<file path="src/rtl/funct_decode_queue_pkg.sv">
// Opcode, ALU funct and per-lane decode-entry definitions shared by the
// ID-stage funct decoder and its ID-to-EX queue.
package funct_decode_queue_pkg;

  localparam logic [5:0] OP_SPECIAL = 6'h00;
  localparam logic [5:0] OP_JAL     = 6'h03;
  localparam logic [5:0] OP_ADDI    = 6'h08;
  localparam logic [5:0] OP_ADDIU   = 6'h09;
  localparam logic [5:0] OP_SLTI    = 6'h0A;
  localparam logic [5:0] OP_SLTIU   = 6'h0B;
  localparam logic [5:0] OP_ANDI    = 6'h0C;
  localparam logic [5:0] OP_ORI     = 6'h0D;
  localparam logic [5:0] OP_XORI    = 6'h0E;
  localparam logic [5:0] OP_LUI     = 6'h0F;
  localparam logic [5:0] OP_LB      = 6'h20;
  localparam logic [5:0] OP_LH      = 6'h21;
  localparam logic [5:0] OP_LW      = 6'h23;
  localparam logic [5:0] OP_LBU     = 6'h24;
  localparam logic [5:0] OP_LHU     = 6'h25;
  localparam logic [5:0] OP_SB      = 6'h28;
  localparam logic [5:0] OP_SH      = 6'h29;
  localparam logic [5:0] OP_SW      = 6'h2B;

  localparam logic [5:0] FUNCT_NOP  = 6'h00;
  localparam logic [5:0] FUNCT_ADD  = 6'h20;
  localparam logic [5:0] FUNCT_ADDU = 6'h21;
  localparam logic [5:0] FUNCT_AND  = 6'h24;
  localparam logic [5:0] FUNCT_OR   = 6'h25;
  localparam logic [5:0] FUNCT_XOR  = 6'h26;
  localparam logic [5:0] FUNCT_SLT  = 6'h2A;
  localparam logic [5:0] FUNCT_SLTU = 6'h2B;

  localparam int DEC_W = 10;

  typedef struct packed {
    logic       valid;
    logic       illegal;
    logic       lui;
    logic       imm_zext;
    logic [5:0] funct;
  } dec_t;

  function automatic dec_t dec_mask(input dec_t d, input logic keep);
    dec_t r;
    if (keep) begin
      r = d;
    end else begin
      r = '0;
    end
    return r;
  endfunction

endpackage

</file>
<file path="src/rtl/funct_lane_decode.sv">
// Combinational decode of one instruction lane into an ALU funct code
// and operand-control flags; extended opcodes are gated by EXT_ISA.
module funct_lane_decode
  import funct_decode_queue_pkg::*;
#(
  parameter int EXT_ISA = 0
) (
  input  logic       lane_valid,
  input  logic [5:0] op,
  input  logic [5:0] funct,
  output dec_t       dec
);

  localparam logic EXT_EN = (EXT_ISA != 0);

  logic [5:0] funct_s;
  logic       zext_s;
  logic       lui_s;
  logic       illegal_s;

  // Opcode to ALU funct and flag mapping for one lane
  always_comb begin
    funct_s   = FUNCT_NOP;
    zext_s    = 1'b0;
    lui_s     = 1'b0;
    illegal_s = 1'b0;
    case (op)
      OP_SPECIAL: funct_s = funct;
      OP_LUI: begin
        funct_s = FUNCT_OR;
        lui_s   = 1'b1;
      end
      OP_ORI: begin
        funct_s = FUNCT_OR;
        zext_s  = 1'b1;
      end
      OP_JAL: funct_s = FUNCT_OR;
      OP_LB, OP_LBU, OP_LW, OP_SB, OP_SW, OP_ADDIU: funct_s = FUNCT_ADDU;
      OP_ANDI: begin
        funct_s = FUNCT_AND;
        zext_s  = 1'b1;
      end
      OP_XORI: begin
        funct_s = FUNCT_XOR;
        zext_s  = 1'b1;
      end
      // Extended opcodes fall back to NOP + illegal when the mode is off
      OP_ADDI: begin
        funct_s   = EXT_EN ? FUNCT_ADD : FUNCT_NOP;
        illegal_s = ~EXT_EN;
      end
      OP_SLTI: begin
        funct_s   = EXT_EN ? FUNCT_SLT : FUNCT_NOP;
        illegal_s = ~EXT_EN;
      end
      OP_SLTIU: begin
        funct_s   = EXT_EN ? FUNCT_SLTU : FUNCT_NOP;
        illegal_s = ~EXT_EN;
      end
      OP_LH, OP_LHU, OP_SH: begin
        funct_s   = EXT_EN ? FUNCT_ADDU : FUNCT_NOP;
        illegal_s = ~EXT_EN;
      end
      default: illegal_s = 1'b1;
    endcase
  end

  // An absent instruction carries no funct, flags or illegal indication
  always_comb begin
    if (lane_valid) begin
      dec.valid    = 1'b1;
      dec.illegal  = illegal_s;
      dec.lui      = lui_s;
      dec.imm_zext = zext_s;
      dec.funct    = funct_s;
    end else begin
      dec = '0;
    end
  end

endmodule

</file>
<file path="src/rtl/funct_decode_queue.sv">
// LANES-wide ALU funct decoder feeding a DEPTH-entry ID-to-EX queue with
// valid/ready handshakes on both sides and a pipeline flush.
module funct_decode_queue
  import funct_decode_queue_pkg::*;
#(
  parameter int LANES   = 1,
  parameter int DEPTH   = 2,
  parameter int EXT_ISA = 0
) (
  input  logic               clk,
  input  logic               rst,
  input  logic               flush,
  input  logic               in_valid,
  output logic               in_ready,
  input  logic [LANES-1:0]   in_lane_valid,
  input  logic [6*LANES-1:0] in_op,
  input  logic [6*LANES-1:0] in_funct,
  output logic               out_valid,
  input  logic               out_ready,
  output logic [LANES-1:0]   out_lane_valid,
  output logic [6*LANES-1:0] out_funct,
  output logic [LANES-1:0]   out_imm_zext,
  output logic [LANES-1:0]   out_lui,
  output logic [LANES-1:0]   out_illegal
);

  localparam int PTR_W = $clog2(DEPTH);
  localparam int CNT_W = PTR_W + 1;
  localparam logic [CNT_W-1:0] CNT_FULL = CNT_W'(DEPTH);
  localparam logic [CNT_W-1:0] CNT_ONE  = CNT_W'(1);
  localparam logic [PTR_W-1:0] PTR_ONE  = PTR_W'(1);

  dec_t             dec_s  [LANES];
  dec_t             head_s [LANES];
  dec_t             mem_r  [DEPTH][LANES];
  logic [PTR_W-1:0] wr_ptr_r;
  logic [PTR_W-1:0] rd_ptr_r;
  logic [CNT_W-1:0] count_r;
  logic             in_ready_s;
  logic             out_valid_s;
  logic             push_s;
  logic             pop_s;

  for (genvar g = 0; g < LANES; g++) begin : g_lane
    funct_lane_decode #(
      .EXT_ISA(EXT_ISA)
    ) u_lane_decode (
      .lane_valid(in_lane_valid[g]),
      .op        (in_op[6*g +: 6]),
      .funct     (in_funct[6*g +: 6]),
      .dec       (dec_s[g])
    );
  end

  // in_ready looks only at the occupancy so it never waits on EX
  assign in_ready_s  = (count_r != CNT_FULL);
  assign out_valid_s = (count_r != {CNT_W{1'b0}});
  assign push_s      = in_valid & in_ready_s;
  assign pop_s       = out_valid_s & out_ready;
  assign in_ready    = in_ready_s;
  assign out_valid   = out_valid_s;

  // Pointer and occupancy tracking; flush drops any same-cycle push/pop
  always_ff @(posedge clk) begin
    if (rst || flush) begin
      wr_ptr_r <= {PTR_W{1'b0}};
      rd_ptr_r <= {PTR_W{1'b0}};
      count_r  <= {CNT_W{1'b0}};
    end else begin
      if (push_s) begin
        wr_ptr_r <= wr_ptr_r + PTR_ONE;
      end
      if (pop_s) begin
        rd_ptr_r <= rd_ptr_r + PTR_ONE;
      end
      case ({push_s, pop_s})
        2'b10:   count_r <= count_r + CNT_ONE;
        2'b01:   count_r <= count_r - CNT_ONE;
        default: count_r <= count_r;
      endcase
    end
  end

  // Entry storage: cleared by reset, written on an accepted beat
  always_ff @(posedge clk) begin
    if (rst) begin
      for (int i = 0; i < DEPTH; i++) begin
        for (int l = 0; l < LANES; l++) begin
          mem_r[i][l] <= '0;
        end
      end
    end else if (push_s && !flush) begin
      for (int l = 0; l < LANES; l++) begin
        mem_r[wr_ptr_r][l] <= dec_s[l];
      end
    end
  end

  // Head entry fan-out; an empty queue presents an all-zero payload
  always_comb begin
    out_lane_valid = '0;
    out_funct      = '0;
    out_imm_zext   = '0;
    out_lui        = '0;
    out_illegal    = '0;
    for (int l = 0; l < LANES; l++) begin
      head_s[l]             = dec_mask(mem_r[rd_ptr_r][l], out_valid_s);
      out_lane_valid[l]     = head_s[l].valid;
      out_funct[6*l +: 6]   = head_s[l].funct;
      out_imm_zext[l]       = head_s[l].imm_zext;
      out_lui[l]            = head_s[l].lui;
      out_illegal[l]        = head_s[l].illegal;
    end
  end

endmodule

</file>
<file path="config.mk">
export PLATFORM = sky130hd
export DESIGN_NAME = funct_decode_queue
export DESIGN_NICKNAME = d
export VERILOG_FILES = /design/src/rtl/funct_decode_queue_pkg.sv /design/src/rtl/funct_lane_decode.sv /design/src/rtl/funct_decode_queue.sv
export SDC_FILE = /design/constraint.sdc
export NUM_CORES = 1
export LEC_CHECK = 0
export CORE_MARGIN = 8
export CORE_UTILIZATION = 30
export CTS_BUF_LIST = sky130_fd_sc_hd__clkbuf_4 sky130_fd_sc_hd__clkbuf_8 sky130_fd_sc_hd__clkbuf_16
export DETAILED_ROUTE_END_ITERATION = 10
export DONT_BUFFER_PORTS = 1
export PLACE_DENSITY = 0.44
export SETUP_SLACK_MARGIN = 0.4
export SLEW_MARGIN = 40
export SYNTH_ARGS = -nofsm -noshare
export SYNTH_HDL_FRONTEND = slang
export SYNTH_SLANG_ARGS = --single-unit
</file>
<file path="constraint.sdc">
create_clock -name clk -period 1.93 [get_ports clk]
set_input_delay 0.386 -clock clk [delete_from_list [all_inputs] [get_ports clk]]
set_output_delay 0.386 -clock clk [all_outputs]
set_load 0.005 [all_outputs]
</file>
==> reports/qor.txt <==
Via count - 968
WL final - 3.00 mm
Max-Cap Viols - 0
FF-to-FF End - mem_r[0][2]
Area share of fa/ha/maj cells after synthesis - 0.907%
Die width - 83.8 um
Setup violators final - 0
Port Buffers - 0
Die height - 83.8 um
Critical setup path kind - reg2out
Slew Limit Fails - 0
Flop pwr share - 60.0%
Die Area - 0.00702 mm2
Avg WL per Cell - 15.7 um
Syn Nets - 158
Post-synthesis compound-gate area fraction - 6.81%
Placer Congestion - 0.753
Largest family of logic cells by synthesized area - simple AND/OR/NAND/NOR gates
Vias in the first global route - 988
Starting DRT DRC Count - 53
GRT Total Usage - 8.20%
Area share of the largest cell type after synthesis - 43.6%
R2R Setup Slk - 470 ps
Unrepaired setup endpoints after global routing - no
Internal power - 795 uW
Pwr dens - 680 mW/mm2
Num CTS Buffers - 3
Layout cells sized above 1 - 12.9%
Switching power - 224 uW
Initial Utilization - 31.4%
Clk pwr share - 29.0%
Ant diodes - 0
Ports - 30
Largest net degree at the start of global routing - 15
Top Metal Used - met4
F_max - 0.685 GHz
VDD IR max - 0.000206 V
Worst hold stages - 1
Post-synthesis mux area share - 7.26%
# Post-CTS Setup Buffers - 0
Minimum clock period - 1460 ps
Data required time at the worst endpoint - 1540 ps
Tot Pwr - 1.02 mW
Switching share of total power - 22.0%
CTS HTree Levels - 1
Area Growth Syn to Fin - 8.80%
Met3 wire len - 261 um
Worst setup EP type - primary output
Synth warn - 0
Hold worst-path end - mem_r[1][6]
Clock sink count - 25
Synth Cell Area - 0.00138 mm2
Netlist cell types - 39
Comb pwr share - 11.0%
First-pass GRT wire length - 4.80 mm
CTS clk-pin slew, worst paths - 80 ps
Setup_tns - 0 ps
CP max FO - 11
Hold Crit Class - in2reg
Final #Nets - 159
Synth Area in XOR/XNOR - 3.81%
Routed met1 length - 1.33 mm
Root Buffer - clkbuf_8
Synth area leader - edfxtp_1
Avg Inst Size Synth - 9.92 um2
Total congestion overflow - 0
Critical R2R Launch - count_r[0]
Clock Latency Late Sink - 260 ps
Synth top area cells - edfxtp_1, nor2_1, dfxtp_1, mux2i_1, nand2_1
Worst R2R Path Depth - 3
Status - complete, no violations
Worst Skew - 2.12 ps
Antenna Violating Nets Remaining - 0
Worst Tran Pin Value - 352 ps
Slew Limit Headroom - 76.5%
# DRC - 0
Max clock buf depth - 2
Async set-reset flop share out of synthesis - 0%
Initial antenna violation count - 0
Ys flop type - edfxtp_1
HPWL Detailed - 2.29 mm
Initial DRT Pass Iterations - 4
DR vias/cell - 5.07
Cells after Synth - 139
Core area - 0.00438 mm2
Sequential area share after synthesis - 50.8%
Rows - 24
Most common cell after layout, fill and taps aside - nor2_1
CTS tree - yes
Crit start category - flop
Min-delay src - in_op[1]
Final hold violations - 0
Met2 WL post-DR - 1.38 mm
Final cycle utilization of the critical path - 75.6%
Synth Register Bits - 25
Lkg Pwr - 0.510 nW
Post-synth EDFFs - 20
Simple-gate share of the synthesized area - 25.9%
Most frequent cells in the layout - nor2_1, edfxtp_1, nand2_1
WP data arrival - 1070 ps
==> routing by layer <==
metal	GRT usage, %	up-vias
li1	-	483
met1	9.61	458
met2	13.2	25
met3	2.93	2
met4	3.30	0
met5	0	-
==> logic make-up after synthesis <==
kind of cell             count (synthesis)
AND/OR/NAND/NOR                         71
flip-flops                              25
AO/OA/AOI/OAI                           14
buffers and inverters                   12
multiplexers                            10
XOR/XNOR                                 6
adder cells (fa/ha/maj)                  1
==> Yosys cell counts, drive strengths merged (3+ instances only) <==
| library cell | instances |
|---|---|
| and2 | 3 |
| or3 | 3 |
| mux2i | 10 |
| xnor2 | 4 |
| buf | 5 |
| nor2b | 3 |
| edfxtp | 20 |
| a21oi | 5 |
| a31oi | 3 |
| nor2 | 33 |
| inv | 5 |
| dfxtp | 5 |
| nand2 | 13 |
==> through the flow <==
stage / instances / area (um2) / util [%] / setup WS (ps) / hold WS [ps]
after floorplan: 139 / 1380 / - / 417 / 472
after global placement: 187 / 1420 / 32.4 / 336 / 489
after detailed placement: 187 / 1420 / 32.4 / 255 / 502
after CTS: 191 / 1490 / 34.0 / 403 / 328
after global routing: 191 / 1500 / 34.2 / 402 / 319
final: 191 / 1500 / 34.2 / 471 / 333
==> worst max-delay path by stage <==
stage	slack [ps]	start	to	cells after the start
after floorplan	420	count_r[0]	count_r[1]	5
after global placement	340	count_r[0]	count_r[1]	5
after detailed placement	250	count_r[0]	count_r[1]	5
after CTS	400	count_r[1]	out_funct[1]	3
after global routing	400	flop	out_funct[5]	3
final	470	count_r[1]	out_funct[1]	3
==> final cells by class <==
class,instances,area (um2)
sequential,25,703
tap,52,65.1
timing repair buffer,3,26.3
inverter,5,18.8
clock inverter,1,5.00
fill,464,2880
multi-input combinational,102,641
clock buffer,3,41.3
==> critical path: stages (launching register included) <==
cell and delay (ps):
dfxtp_2 350, nor2_1 160, buf_4 210, nor2_1 90
==> power groups by stage <==
stage | logic (mW) | registers, mW | clock network (mW)
final | 0.112 | 0.612 | 0.296
after global routing | 0.125 | 0.615 | 0.319
after CTS | 0.113 | 0.612 | 0.301
after detailed placement | 0.108 | 0.624 | 0
after global placement | 0.105 | 0.623 | 0
after floorplan | 0.0972 | 0.621 | 0
==> repair_timing <==
action / CTS / global route
hold buffers: 0 / 0
endpoints found under the setup margin: 11 / 12
gates resized for setup: 5 / 3
cloned: 0 / 0
==> sequential cells by signal, indices dropped and copies added, names as in the netlist, named ones only <==
| signal | flops |
|---|---|
| rd_ptr_r | 1 |
| wr_ptr_r | 1 |
| mem_r | 20 |
| count_r | 2 |
(Power assumes the default switching activity.)
